$ cat config.mk
export PLATFORM = sky130hd
export DESIGN_NAME = uart_hex_loader
export DESIGN_NICKNAME = d
export VERILOG_FILES = /design/src/rtl/uart_hex_loader.sv
export SDC_FILE = /design/constraint.sdc
export NUM_CORES = 1
export LEC_CHECK = 0
export CORE_MARGIN = 2
export CORE_UTILIZATION = 55
export DETAILED_ROUTE_END_ITERATION = 16
export PLACE_DENSITY = 0.77
export SYNTH_ARGS = -nofsm -noshare
export SYNTH_HDL_FRONTEND = slang
export SYNTH_SLANG_ARGS = --single-unit
$ cat constraint.sdc
create_clock -name clk -period 2.8 [get_ports clk]
set_clock_uncertainty 0.1 [all_clocks]
set_input_delay 0.56 -clock clk [delete_from_list [all_inputs] [get_ports clk]]
set_output_delay 0.56 -clock clk [all_outputs]
set_load 0.01 [all_outputs]
$ cat src/rtl/uart_hex_loader.sv
// 8N1 UART receiver feeding an ASCII-hex parser that writes assembled bytes
// to a memory/dispatcher port at an auto-incrementing address.
module uart_hex_loader #(
  parameter int unsigned clk_freq = 48000000,
  parameter int unsigned sym_rate = 1200,
  parameter int unsigned AW       = 8
) (
  input  logic          clk,
  input  logic          rst,
  input  logic          fpga_rx,
  output logic [7:0]    rx_data,
  output logic          rx_valid,
  output logic          frame_err,
  output logic          bad_char,
  output logic          wr_en,
  output logic [AW-1:0] wr_addr,
  output logic [7:0]    wr_data
);

  localparam int unsigned sym_cnt = clk_freq / sym_rate;
  localparam int unsigned SCW     = $clog2(sym_cnt);
  localparam logic [SCW-1:0] CNT_FULL = SCW'(sym_cnt - 1);
  localparam logic [SCW-1:0] CNT_HALF = SCW'(sym_cnt / 2 - 1);

  typedef enum logic [1:0] {S_IDLE, S_START, S_DATA, S_STOP} rx_state_e;

  rx_state_e      state_q, state_d;
  logic           rx_meta_q, rx_sync_q;
  logic [SCW-1:0] cnt_q, cnt_d;
  logic [2:0]     bit_q, bit_d;
  logic [7:0]     shift_q, shift_d;
  logic [7:0]     rx_data_q, rx_data_d;
  logic           rx_valid_q, rx_valid_d;
  logic           frame_err_q, frame_err_d;
  logic           tick_c;

  logic           pend_q, pend_d;
  logic [3:0]     high_q, high_d;
  logic [AW-1:0]  addr_q, addr_d;
  logic           wr_en_q, wr_en_d;
  logic [AW-1:0]  wr_addr_q, wr_addr_d;
  logic [7:0]     wr_data_q, wr_data_d;
  logic           bad_char_q, bad_char_d;
  logic           is_hex_c;
  logic [3:0]     nib_c;

  // Two-flop synchronizer; idles high so reset never fakes a start bit.
  always_ff @(posedge clk) begin
    if (rst) begin
      rx_meta_q <= 1'b1;
      rx_sync_q <= 1'b1;
    end else begin
      rx_meta_q <= fpga_rx;
      rx_sync_q <= rx_meta_q;
    end
  end

  assign tick_c = (cnt_q == '0);

  always_ff @(posedge clk) begin
    if (rst) state_q <= S_IDLE;
    else     state_q <= state_d;
  end

  always_comb begin
    state_d = state_q;
    case (state_q)
      S_IDLE:  if (!rx_sync_q) state_d = S_START;
      S_START: if (tick_c) state_d = rx_sync_q ? S_IDLE : S_DATA;
      S_DATA:  if (tick_c && (bit_q == 3'd7)) state_d = S_STOP;
      S_STOP:  if (tick_c) state_d = S_IDLE;
      default: state_d = S_IDLE;
    endcase
  end

  // Bit timing, shifting and frame result; the stop sample returns to IDLE
  // immediately so a back-to-back start edge is caught on the next cycle.
  always_comb begin
    cnt_d       = cnt_q;
    bit_d       = bit_q;
    shift_d     = shift_q;
    rx_data_d   = rx_data_q;
    rx_valid_d  = 1'b0;
    frame_err_d = 1'b0;
    case (state_q)
      S_IDLE: begin
        cnt_d = CNT_HALF;
        bit_d = 3'd0;
      end
      S_START: begin
        if (tick_c) cnt_d = CNT_FULL;
        else        cnt_d = cnt_q - SCW'(1);
      end
      S_DATA: begin
        if (tick_c) begin
          shift_d = {rx_sync_q, shift_q[7:1]};
          bit_d   = bit_q + 3'd1;
          cnt_d   = CNT_FULL;
        end else begin
          cnt_d = cnt_q - SCW'(1);
        end
      end
      S_STOP: begin
        if (tick_c) begin
          if (rx_sync_q) begin
            rx_data_d  = shift_q;
            rx_valid_d = 1'b1;
          end else begin
            frame_err_d = 1'b1;
          end
        end else begin
          cnt_d = cnt_q - SCW'(1);
        end
      end
      default: cnt_d = CNT_HALF;
    endcase
  end

  always_ff @(posedge clk) begin
    if (rst) begin
      cnt_q       <= '0;
      bit_q       <= 3'd0;
      shift_q     <= 8'd0;
      rx_data_q   <= 8'd0;
      rx_valid_q  <= 1'b0;
      frame_err_q <= 1'b0;
    end else begin
      cnt_q       <= cnt_d;
      bit_q       <= bit_d;
      shift_q     <= shift_d;
      rx_data_q   <= rx_data_d;
      rx_valid_q  <= rx_valid_d;
      frame_err_q <= frame_err_d;
    end
  end

  always_comb begin
    is_hex_c = 1'b1;
    nib_c    = 4'd0;
    if ((rx_data_q >= 8'h30) && (rx_data_q <= 8'h39))      nib_c = 4'(rx_data_q - 8'h30);
    else if ((rx_data_q >= 8'h61) && (rx_data_q <= 8'h66)) nib_c = 4'(rx_data_q - 8'h57);
    else if ((rx_data_q >= 8'h41) && (rx_data_q <= 8'h46)) nib_c = 4'(rx_data_q - 8'h37);
    else                                                   is_hex_c = 1'b0;
  end

  // Parser: pairs nibbles into bytes, line ends rewind the address.
  always_comb begin
    pend_d     = pend_q;
    high_d     = high_q;
    addr_d     = addr_q;
    wr_en_d    = 1'b0;
    wr_addr_d  = wr_addr_q;
    wr_data_d  = wr_data_q;
    bad_char_d = 1'b0;
    if (rx_valid_q) begin
      if (is_hex_c) begin
        if (pend_q) begin
          wr_en_d   = 1'b1;
          wr_addr_d = addr_q;
          wr_data_d = {high_q, nib_c};
          pend_d    = 1'b0;
          addr_d    = addr_q + AW'(1);
        end else begin
          high_d = nib_c;
          pend_d = 1'b1;
        end
      end else if ((rx_data_q == 8'h0D) || (rx_data_q == 8'h0A)) begin
        addr_d = '0;
        pend_d = 1'b0;
      end else if ((rx_data_q != 8'h20) && (rx_data_q != 8'h09)) begin
        bad_char_d = 1'b1;
        pend_d     = 1'b0;
      end
    end
  end

  always_ff @(posedge clk) begin
    if (rst) begin
      pend_q     <= 1'b0;
      high_q     <= 4'd0;
      addr_q     <= '0;
      wr_en_q    <= 1'b0;
      wr_addr_q  <= '0;
      wr_data_q  <= 8'd0;
      bad_char_q <= 1'b0;
    end else begin
      pend_q     <= pend_d;
      high_q     <= high_d;
      addr_q     <= addr_d;
      wr_en_q    <= wr_en_d;
      wr_addr_q  <= wr_addr_d;
      wr_data_q  <= wr_data_d;
      bad_char_q <= bad_char_d;
    end
  end

  assign rx_data   = rx_data_q;
  assign rx_valid  = rx_valid_q;
  assign frame_err = frame_err_q;
  assign bad_char  = bad_char_q;
  assign wr_en     = wr_en_q;
  assign wr_addr   = wr_addr_q;
  assign wr_data   = wr_data_q;

endmodule

Yosys cells after proc, flatten, opt, wreduce, memory -nomap -nowiden
Cells that the tools add are included.
Widths: inputs -> output; s select.
{"block": "word_totals", "input_bits": 3, "regBits": 72, "word_cells": 99}
{"block": "classes", "muxes": 28, "n_eq_ne": 15, "n_lt_le_gt_ge": 6, "n_reduce_logical": 23, "bitwise_logic": 5, "add_sub_neg": 6}
{"cell": "$pmux 16 s3", "n": 1}
{"cell": "$mux 16", "n": 2}
{"cell": "$mux 8", "n": 3}
{"cell": "$eq 8x4->1 const B", "n": 2}
{"cell": "$ge 8x7->1 const B", "n": 2}
{"cell": "$le 8x7->1 const B", "n": 2}
{"cell": "$logic_not 16->1", "n": 1}
{"cell": "$sub 16x1->16 const B", "n": 1}
{"cell": "$ne 2x2->1 const B", "n": 7}
{"cell": "$mux 4", "n": 3}
{"cell": "$reduce_and 3->1", "n": 4}
{"cell": "$mux 1", "n": 11}
{"cell": "$mux 2", "n": 5}
{"cell": "$add 8x1->8 const B", "n": 1}
{"cell": "$ge 8x6->1 const B", "n": 1}
{"cell": "$le 8x6->1 const B", "n": 1}
{"cell": "$ne 8x4->1 const B", "n": 1}
{"cell": "$ne 8x6->1 const B", "n": 1}
{"cell": "$pmux 2 s4", "n": 1}
{"cell": "$sub 4x3->4 const B", "n": 2}
{"cell": "$pmux 3 s2", "n": 1}
{"cell": "$reduce_and 2->1", "n": 3}
{"cell": "$reduce_or 3->1", "n": 2}
{"cell": "$logic_and 1x1->1", "n": 5}
{"cell": "14 further kinds", "n": 20}

Logic depth before layout (Yosys ltp)
Gate-level depths: netlist of the first run.
{"block": "depth", "word_depth": 7, "ltp_mapped": 10, "depth_no_buf": 7}

Least setup slack after synthesis of the first run
No wires, ideal clock.
{"block": "synth_path", "path_type": "reg-to-reg", "from": "reg rx_data_q[0] (netlist: rx_data[0])", "to": "reg addr_q[7]", "arrival_time_ns": 2.216, "synth_period_minus_slack_ns": 2.441, "path_buffers": 2, "slack_ns": 0.359, "t_required_ns": 2.575, "path_stages_with_launch": 10, "cell_sequence": "dfxtp_1 clkbuf_1 inv_1 ha_1 mux2_2 and3_1 clkbuf_1 o31ai_1 or4_1 a21oi_1"}
{"block": "synth_via", "elab_chain_cells": 7, "elab_cells_between_ends": 19, "cone_classes": "6 x order compare; 3 x eq/ne; 4 x mux; 6 x reduce/logical"}
{"item": "start, declared", "line_no": "32", "source": "logic [7:0] rx_data_q, rx_data_d;"}
{"item": "start signal, assigned", "line_no": "131", "source": "rx_data_q <= rx_data_d;"}
{"item": "$ge 8x7->1 / $le 8x7->1 (equally long branches)", "line_no": "142", "source": "else if ((rx_data_q >= 8'h41) && (rx_data_q <= 8'h46)) nib_c = 4'(rx_data_q - 8'h37);"}
{"item": "$logic_and 1x1->1", "line_no": "142"}
{"item": "$mux 1", "line_no": "142"}
{"item": "$mux 1", "line_no": "141", "source": "else if ((rx_data_q >= 8'h61) && (rx_data_q <= 8'h66)) nib_c = 4'(rx_data_q - 8'h57);"}
{"item": "$mux 1", "line_no": "140", "source": "if ((rx_data_q >= 8'h30) && (rx_data_q <= 8'h39)) nib_c = 4'(rx_data_q - 8'h30);"}
{"item": "$ne 2x2->1 (no line) / $reduce_bool 2->1 (equally long branches)"}
{"item": "$reduce_and 3->1 (no line)"}
{"item": "end signal, assigned", "line_no": "189", "source": "addr_q <= addr_d;"}
{"item": "end, declared", "line_no": "39", "source": "logic [AW-1:0] addr_q, addr_d;"}
Several ways; a longest one is shown, not always the timed one.
A chain may end at the register's enable or synchronous reset.

Final worst setup path of the first run
{"block": "layout_path", "from": "reg rx_data_q[1] (netlist: rx_data[1])", "to": "reg addr_q[2]"}
The elaborated chain is that of the path after synthesis.

==> flow_summary.json, run 1 <==
{
  "synthArstFlopShare": 0,
  "numCtsBuffers": 9,
  "synth_compound_area_frac": 0.1740,
  "wl_per_cell_um": 14.50,
  "period_share": 0.8686,
  "nets": 442,
  "drc_errors": 0,
  "worst_pin_slew_ns": 0.6275,
  "ys.flop_type": "dfxtp_1",
  "start_kind": "flop",
  "comb_power_share": 0.108,
  "period_minus_slack_ns": 2.432,
  "cts_setup_buffers": 0,
  "internal_power_mw": 1.577,
  "final_util": 0.6620,
  "end_kind": "flop",
  "holdPathStages": 1,
  "coreArea_um2": 5956,
  "dp_hpwl_um": 5042,
  "grt_max_degree": 30,
  "io_buffers": 30,
  "layoutNonFillerInstCount": 506,
  "max_freq_mhz": 411.2,
  "finalMaxSlewViolations": 0,
  "die_area_um2": 6814,
  "path_class": "reg2reg",
  "critPathRequiredTime_ns": 2.98,
  "drive_gt1_frac": 0.08817,
  "path_clk_slew_ns": 0.08,
  "grt_pass1_wl_um": 12230,
  "first_pass_iters": 4,
  "place_inst": 490,
  "ant_nets": 0,
  "first_iter_violations": 202,
  "wl_um": 7339,
  "run_status": "finished clean",
  "synth_simple_gate_area_frac": 0.2500,
  "p_sw_frac": 0.2627,
  "syn_to_final_growth_pct": 16.19,
  "grtUsageTotal": 0.2339,
  "ioPinCount": 31,
  "yosys-top-cells-count": "72 x dfxtp_1, 58 x nand2_1, 41 x nor2_1",
  "vias": 2858,
  "reg2reg_depth": 7,
  "p_per_area_nw_per_um2": 542.7,
  "seqPwrFrac": 0.508,
  "dieWidth_um": 82.55,
  "synth_top_area_cell": "dfxtp_1",
  "synth_cell_types": 52,
  "cts_tree": "done",
  "synth-seq-area-share": 0.4248,
  "synth.most_common_cell": "dfxtp_1",
  "grt_overflow": 0,
  "worst-path-max-fanout": 8,
  "synth_top_area_share": 0.4248,
  "synth_warnings": 0,
  "cts_hold_buffers": 0,
  "p_clk_frac": 0.384,
  "holdCritPathClass": "reg2reg",
  "syn-cell-area_um2": 3393,
  "finalSetupViolations": 0,
  "synth_top_family_by_area": "simple AND/OR/NAND/NOR gates",
  "final.setup.tns_ns": 0,
  "yosys-mux-area-fraction": 0.02987,
  "p_sw_mw": 0.5621,
  "critPathArrivalTime_ns": 2.61,
  "avgSynthCellArea_um2": 8.526,
  "std_cell_rows": 28,
  "grt_antenna_before_repair": 0,
  "place_congestion": 0.8324,
  "syn-num-nets": 414,
  "synth-seq-cells": 72,
  "antenna_cells": 0,
  "p_leak_nw": 1.370,
  "initial_core_util": 0.5697,
  "clock_path_buffers": 2,
  "dp_slack_ns": 0.4543,
  "netlist_top_cells_area": "dfxtp_1 42%, nand2_1 6.4%, a21oi_1 5.9%",
  "viasPerCell": 5.648,
  "cts_resized": 0,
  "rsz0062_at_grt": "no",
  "grt_pass1_vias": 2536,
  "yosys.area_share.xor_xnor": 0.03355,
  "die_h_um": 82.55,
  "cap_violations": 0,
  "worstSkewPairLatency_ns": 0.35,
  "slew_headroom": 0.5785,
  "cts-root-buf": "clkbuf_8",
  "layout_setup_ws_ns": 0.3679,
  "cts.htree.levels": 3,
  "synth-edff-count": 0,
  "synthAdderAreaFrac": 0.04794,
  "ir_drop_mv": 0.3583,
  "cts.sinks": 72,
  "netlist_instances": 398,
  "hold_viol_final": 0
}
layout by cell type, fill, tap and decap left out, types with 2 or more instances in the layout:
| cell | count |
|---|---|
| and4_1 | 2 |
| clkinv_2 | 2 |
| nor4_1 | 6 |
| clkbuf_8 | 10 |
| a22oi_1 | 3 |
| o21ai_0 | 10 |
| inv_1 | 10 |
| nor2_1 | 41 |
| or2_2 | 4 |
| mux2i_1 | 9 |
| a211oi_1 | 10 |
| or3_1 | 7 |
| o22ai_1 | 2 |
| or4_1 | 5 |
| nand4_1 | 5 |
| a211o_1 | 2 |
| o31ai_1 | 6 |
| ha_1 | 13 |
| nand3_1 | 6 |
| dfxtp_1 | 72 |
| and2_1 | 2 |
| a31oi_1 | 2 |
| xor2_1 | 6 |
| clkdlybuf4s50_1 | 29 |
| nand2_1 | 58 |
| a32oi_1 | 2 |
| buf_4 | 8 |
| xnor2_1 | 7 |
| nor3b_1 | 2 |
| nor3_1 | 13 |
| a21oi_1 | 40 |
| a21o_1 | 3 |
| nand3b_1 | 2 |
| nor4b_1 | 2 |
| nor4_2 | 2 |
| and3_1 | 5 |
| o211ai_1 | 2 |
per-layer routing:
metal / routed length [um] / track usage / vias to the layer above
li1: - / - / 1475
met1: 3538 / 0.3193 / 1299
met2: 3236 / 0.3492 / 74
met3: 453 / 0.05870 / 10
met4: 110 / 0.1033 / 0
met5: 0 / 0 / -
per-stage QoR:
step                      power, mW  hold WS (ns)  area (um2)
after global placement        1.330        0.2957        3745
after CTS                     2.155        0.3260        3943
after detailed placement      1.335        0.3063        3745
after floorplan               1.279        0.2895        3393
after global routing          2.230        0.3315        3943
final                         2.139        0.3198        3943
state kept, by name, summed over array words and instances (netlist names), 3 cells and up, named ones only:
register,flops
cnt_q,16
rx_data,8
wr_addr,8
wr_data,8
bit_q,3
shift_q,8
high_q,4
addr_q,8
power by group through the flow:
| stage | combinational [mW] | sequential [mW] | clock [mW] |
|---|---|---|---|
| 6_report | 0.231 | 1.09 | 0.821 |
| 3_3_place_gp | 0.223 | 1.11 | 0 |
| 3_5_place_dp | 0.226 | 1.11 | 0 |
| 2_1_floorplan | 0.178 | 1.10 | 0 |
| 4_1_cts | 0.229 | 1.09 | 0.841 |
| 5_1_grt | 0.255 | 1.09 | 0.884 |
critical path, cell delays in order, from the launching register on:
cell     delay [ns]
dfxtp_1        0.46
inv_1          0.10
ha_1           0.23
mux2_2         0.28
and3_1         0.26
nor3_1         0.56
o21ai_0        0.22
a21oi_1        0.15
final timing paths:
check                                start        end  slack [ns]
worst min-delay path             rx_meta_q  rx_sync_q        0.32
worst max register to register  rx_data[1]  addr_q[2]        0.37
worst max-delay path            rx_data[1]  addr_q[2]        0.37
worst min register to register   rx_meta_q  rx_sync_q        0.32
layout make-up:
class / instances / area, um2
Clock inverter: 5 / 56.30
Multi-Input combinational cell: 295 / 1817
Sequential cell: 72 / 1441
Timing Repair Buffer: 38 / 355.3
Fill cell: 515 / 2013
Tap cell: 75 / 93.84
Inverter: 10 / 37.54
Clock buffer: 11 / 141.4
logic make-up (layout without fill, tap and decap cells):
group	count (synthesis)	after routing
fa+ha+maj	13	13
mux	10	10
flops	72	72
buf+inv	31	64
simple gates	169	169
xor+xnor	13	13
compound gates	90	90
Power figures use the tool's default switching activity.
==> inputs of run 2 (changes only) <==
--- a/config.mk
+++ b/config.mk
@@ -5,10 +5,12 @@
 export SDC_FILE = /design/constraint.sdc
 export NUM_CORES = 1
 export LEC_CHECK = 0
+export CORE_ASPECT_RATIO = 0.6
 export CORE_MARGIN = 2
 export CORE_UTILIZATION = 55
 export DETAILED_ROUTE_END_ITERATION = 16
 export PLACE_DENSITY = 0.77
+export SLEW_MARGIN = 0
 export SYNTH_ARGS = -nofsm -noshare
 export SYNTH_HDL_FRONTEND = slang
 export SYNTH_SLANG_ARGS = --single-unit
==> run 2 against run 1 <==
Against the previous run: sequential power hardly changed; count of clock-buffer cells in the layout is 2 lower; non-clock buffer count increased by 2; first-iteration DRC count decreased by 3.5%; setup slack gained 0.018 ns; cell count up 2.2%; critical path depth stayed put; combinational power rose by 5%; final area increased by 2.0%; largest power group unchanged.
==> flow_summary.json, run 2 (synthesis gave the netlist of run 1 again) <==
{
  "run_status": "finished clean",
  "highest_layer": "met4",
  "critPathMaxStageDelay_ns": 0.51,
  "hold_viol_final": 0,
  "first_pass_iters": 4,
  "syn_to_final_growth_pct": 18.51,
  "start_kind": "flop",
  "die_area_um2": 6834,
  "finalMaxSlewViolations": 0,
  "final.setup.tns_ns": 0,
  "met1Wirelength_um": 3998,
  "p_per_area_nw_per_um2": 584.7,
  "cts_setup_buffers": 0,
  "grt_pass1_wl_um": 12980,
  "coreArea_um2": 6028,
  "antenna_cells": 0,
  "layout_commonest_cell": "dfxtp_1",
  "worst_pin_slew_ns": 0.6171,
  "largest_reg_flops": 16,
  "cp_top_family": "simple AND/OR/NAND/NOR gates",
  "cts_tree": "done",
  "cts_hold_buffers": 0,
  "wl_um": 7660,
  "clock_path_buffers": 2,
  "wl_met2_um": 2938,
  "worstSkewPairLatency_ns": 0.36,
  "cts-root-buf": "clkbuf_8",
  "vias": 2946,
  "top_register": "cnt_q",
  "period_share": 0.8621,
  "ioPinCount": 31,
  "dp_hpwl_um": 5427,
  "design_area_um2": 4021,
  "critPathBufInv": 1,
  "rsz0062_at_grt": "no",
  "grt_pass1_vias": 2683,
  "place_congestion": 0.9315,
  "cp_slowest_cell": "or3_1",
  "power_mw": 2.351,
  "initial_core_util": 0.5629,
  "die_h_um": 64.84,
  "wl_met3_um": 617,
  "end_kind": "flop",
  "place_inst": 501,
  "nets": 444,
  "viasPerCell": 5.698,
  "critPathArrivalTime_ns": 2.59,
  "dp_slack_ns": 0.4018,
  "drc_errors": 0,
  "ir_drop_mv": 0.2867,
  "grt_antenna_before_repair": 0,
  "path_class": "reg2reg",
  "numCtsBuffers": 9,
  "ant_nets": 0,
  "slew_headroom": 0.5854,
  "final_cell_mix": "72 x dfxtp_1, 58 x nand2_1, 41 x nor2_1, 40 x a21oi_1, 29 x clkdlybuf4s50_1",
  "cts.sinks": 72,
  "period_minus_slack_ns": 2.414,
  "placedInstanceArea_um2": 3771,
  "path_clk_slew_ns": 0.08,
  "layoutNonFillerInstCount": 517,
  "first_iter_violations": 195,
  "wl_per_cell_um": 14.82,
  "max_freq_mhz": 414.3,
  "cap_violations": 0,
  "cts_resized": 0,
  "p_leak_nw": 1.402,
  "drive_gt1_frac": 0.09469,
  "std_cell_rows": 22,
  "layout_setup_ws_ns": 0.3860,
  "path_cells": "inv_1 -> ha_1 -> nor3b_1 -> or3_1 -> a21oi_4 -> nor2_1 -> a211oi_1",
  "dieWidth_um": 105.4,
  "io_buffers": 30,
  "critPathRequiredTime_ns": 2.98,
  "holdCritPathClass": "reg2reg",
  "grt_overflow": 0,
  "finalSetupViolations": 0,
  "grt_max_degree": 27,
  "grtUsageTotal": 0.2430,
  "worst-path-max-fanout": 19,
  "cts.htree.levels": 3
}
## run 2: cell count changes in the layout (fill, tap and decap cells not counted), sizes merged
cell,delta
clkbuf,-2
clkinv,-3
bufinv,+2
buf,+2
inv,+3
## run 2: layer usage
| layer | vias up | track usage |
|---|---|---|
| li1 | 1482 | - |
| met1 | 1351 | 0.3644 |
| met2 | 103 | 0.3258 |
| met3 | 10 | 0.06942 |
| met4 | 0 | 0.08500 |
| met5 | - | 0 |
## run 2: final timing paths
check / from / end / slack (ns) / cells after the start
worst max-delay path: rx_data[1] / wr_data[3] / 0.39 / 7
worst min-delay path: rx_meta_q / rx_sync_q / 0.31 / 1
worst max register to register: rx_data[1] / wr_data[3] / 0.39 / 7
worst min register to register: rx_meta_q / rx_sync_q / 0.31 / 1
## run 2: final cells by class
class                      count  area, um2
clock buffer                   9      123.9
clock inverter                 7      126.4
fill                         514       2007
inverter                      10      37.54
multi-input combinational    295       1817
sequential                    72       1441
tap                           84      105.1
timing repair buffer          40      370.4
## run 2: metrics by stage
stage	hold WS, ns	utilization
2_1_floorplan	0.2895	-
3_3_place_gp	0.2932	0.6256
3_5_place_dp	0.2968	0.6256
4_1_cts	0.3153	0.6671
5_1_grt	0.3234	0.6671
6_report	0.3128	0.6671
## run 2: report_power, final
part | internal (mW) | switching (mW)
Combinational | 0.0943 | 0.149
Clock | 0.604 | 0.419
Sequential | 1.05 | 0.0340
Total | 1.75 | 0.601
==> inputs of run 3 (changes only) <==
--- a/config.mk
+++ b/config.mk
@@ -9,6 +9,7 @@
 export CORE_MARGIN = 2
 export CORE_UTILIZATION = 55
 export DETAILED_ROUTE_END_ITERATION = 16
+export MAX_ROUTING_LAYER = met4
 export PLACE_DENSITY = 0.77
 export SLEW_MARGIN = 0
 export SYNTH_ARGS = -nofsm -noshare
==> run 3 against run 2 <==
Against the previous run: sequential power about the same; total power down 3.7%; cell count unchanged; utilization down 0.39 points; combinational power about the same.
==> flow_summary.json, run 3 (synthesis gave the netlist of run 1 again) <==
{
  "nets": 444,
  "cts.sinks": 72,
  "r2r_slack_ns": 0.33,
  "critPathMaxStageDelay_ns": 0.60,
  "rsz0062_at_grt": "no",
  "drc_errors": 0,
  "ant_nets": 0,
  "hold_viol_final": 0,
  "start_kind": "flop",
  "cp_top_family": "simple AND/OR/NAND/NOR gates",
  "finalMaxSlewViolations": 0,
  "placedInstanceArea_um2": 3771,
  "io_buffers": 30,
  "worstSkewPairLatency_ns": 0.36,
  "largest_reg_flops": 16,
  "drive_gt1_frac": 0.09469,
  "cts-root-buf": "clkbuf_8",
  "path_class": "reg2reg",
  "first_pass_iters": 5,
  "dieWidth_um": 105.4,
  "place_congestion": 0.9407,
  "grt_pass1_wl_um": 13430,
  "path_cells": "inv_1 -> ha_1 -> mux2_2 -> and3_1 -> nor3_1 -> o21ai_0 -> a21oi_1",
  "vias": 2977,
  "layoutNonFillerInstCount": 517,
  "layout_setup_ws_ns": 0.3286,
  "finalSetupViolations": 0,
  "grt_pass1_vias": 2775,
  "die_area_um2": 6834,
  "die_h_um": 64.84,
  "antenna_cells": 0,
  "numCtsBuffers": 9,
  "cts_tree": "done",
  "p_per_area_nw_per_um2": 566.7,
  "cp_slowest_cell": "nor3_1",
  "coreArea_um2": 6028,
  "initial_core_util": 0.5629,
  "viasPerCell": 5.758,
  "cts_setup_buffers": 0,
  "critPathRequiredTime_ns": 2.99,
  "cap_violations": 0,
  "design_area_um2": 3998,
  "end_kind": "flop",
  "final.setup.tns_ns": 0,
  "cts_hold_buffers": 0,
  "grt_overflow": 0,
  "worst_pin_slew_ns": 0.6778,
  "grt_max_degree": 33,
  "final_cell_mix": "72 x dfxtp_1, 58 x nand2_1, 41 x nor2_1, 40 x a21oi_1, 29 x clkdlybuf4s50_1",
  "layout_commonest_cell": "dfxtp_1",
  "worst-path-max-fanout": 8,
  "place_inst": 501,
  "wl_um": 7864,
  "period_minus_slack_ns": 2.471,
  "grtUsageTotal": 0.2555,
  "dp_slack_ns": 0.3568,
  "p_leak_nw": 1.390,
  "ir_drop_mv": 0.2704,
  "path_clk_slew_ns": 0.08,
  "top_register": "cnt_q",
  "syn_to_final_growth_pct": 17.81,
  "first_iter_violations": 348,
  "cts_resized": 0,
  "clock_path_buffers": 2,
  "ioPinCount": 31,
  "critPathArrivalTime_ns": 2.66,
  "slew_headroom": 0.5446,
  "period_share": 0.8826,
  "fillers": 499,
  "final_util": 0.6631,
  "std_cell_rows": 22,
  "cts.htree.levels": 3,
  "max_freq_mhz": 404.6,
  "run_status": "finished clean",
  "holdCritPathClass": "reg2reg",
  "grt_antenna_before_repair": 0,
  "dp_hpwl_um": 5474,
  "critPathBufInv": 1,
  "wl_per_cell_um": 15.21
}
-- run 3: cell types whose count changed in the layout (fill, tap and decap cells not counted), sizes merged --
cell	before	now
bufinv	3	2
clkinv	0	1
-- run 3: through the flow --
step,power (mW),hold slack (ns)
floorplan,1.279,0.2895
global placement,1.338,0.2943
detailed placement,1.342,0.2950
CTS,2.275,0.3145
global route,2.356,0.3225
finish,2.265,0.3121
-- run 3: where the power goes --
part	switching (mW)	internal, mW	leakage (nW)
clock network	0.424	0.512	0.111
logic	0.147	0.0948	0.696
registers	0.0346	1.05	0.584
total	0.607	1.66	1.39
-- run 3: routing by layer --
metal  vias to the layer above  routed length (um)  track usage
met5                         -                   0            -
met4                         0                  69      0.07667
met3                         8                 742      0.07948
met2                       115                3269       0.3629
met1                      1371                3782       0.3485
li1                       1483                   -            -
-- run 3: area by class of cell --
| class | instances | area [um2] | area share |
|---|---|---|---|
| clock buffers | 9 | 123.9 | 0.03099 |
| well taps | 84 | 105.1 | 0.02629 |
| multi-input cells | 295 | 1817 | 0.4545 |
| repair buffers | 40 | 370.4 | 0.09264 |
| inverters | 10 | 37.54 | 0.009390 |
| flip-flops and latches | 72 | 1441 | 0.3606 |
| clock inverters | 7 | 102.6 | 0.02567 |
-- run 3: final timing paths --
check	startpoint	to	cells after the start
setup / recovery	rx_data[1]	addr_q[2]	7
setup reg to reg	rx_data[1]	addr_q[2]	7
hold reg to reg	rx_meta_q	rx_sync_q	1
hold / removal	rx_meta_q	rx_sync_q	1
-- run 3: worst register-to-register path: stages (launching register included) --
cell	delay [ns]
dfxtp_1	0.44
inv_1	0.10
ha_1	0.23
mux2_2	0.28
and3_1	0.26
nor3_1	0.60
o21ai_0	0.22
a21oi_1	0.18
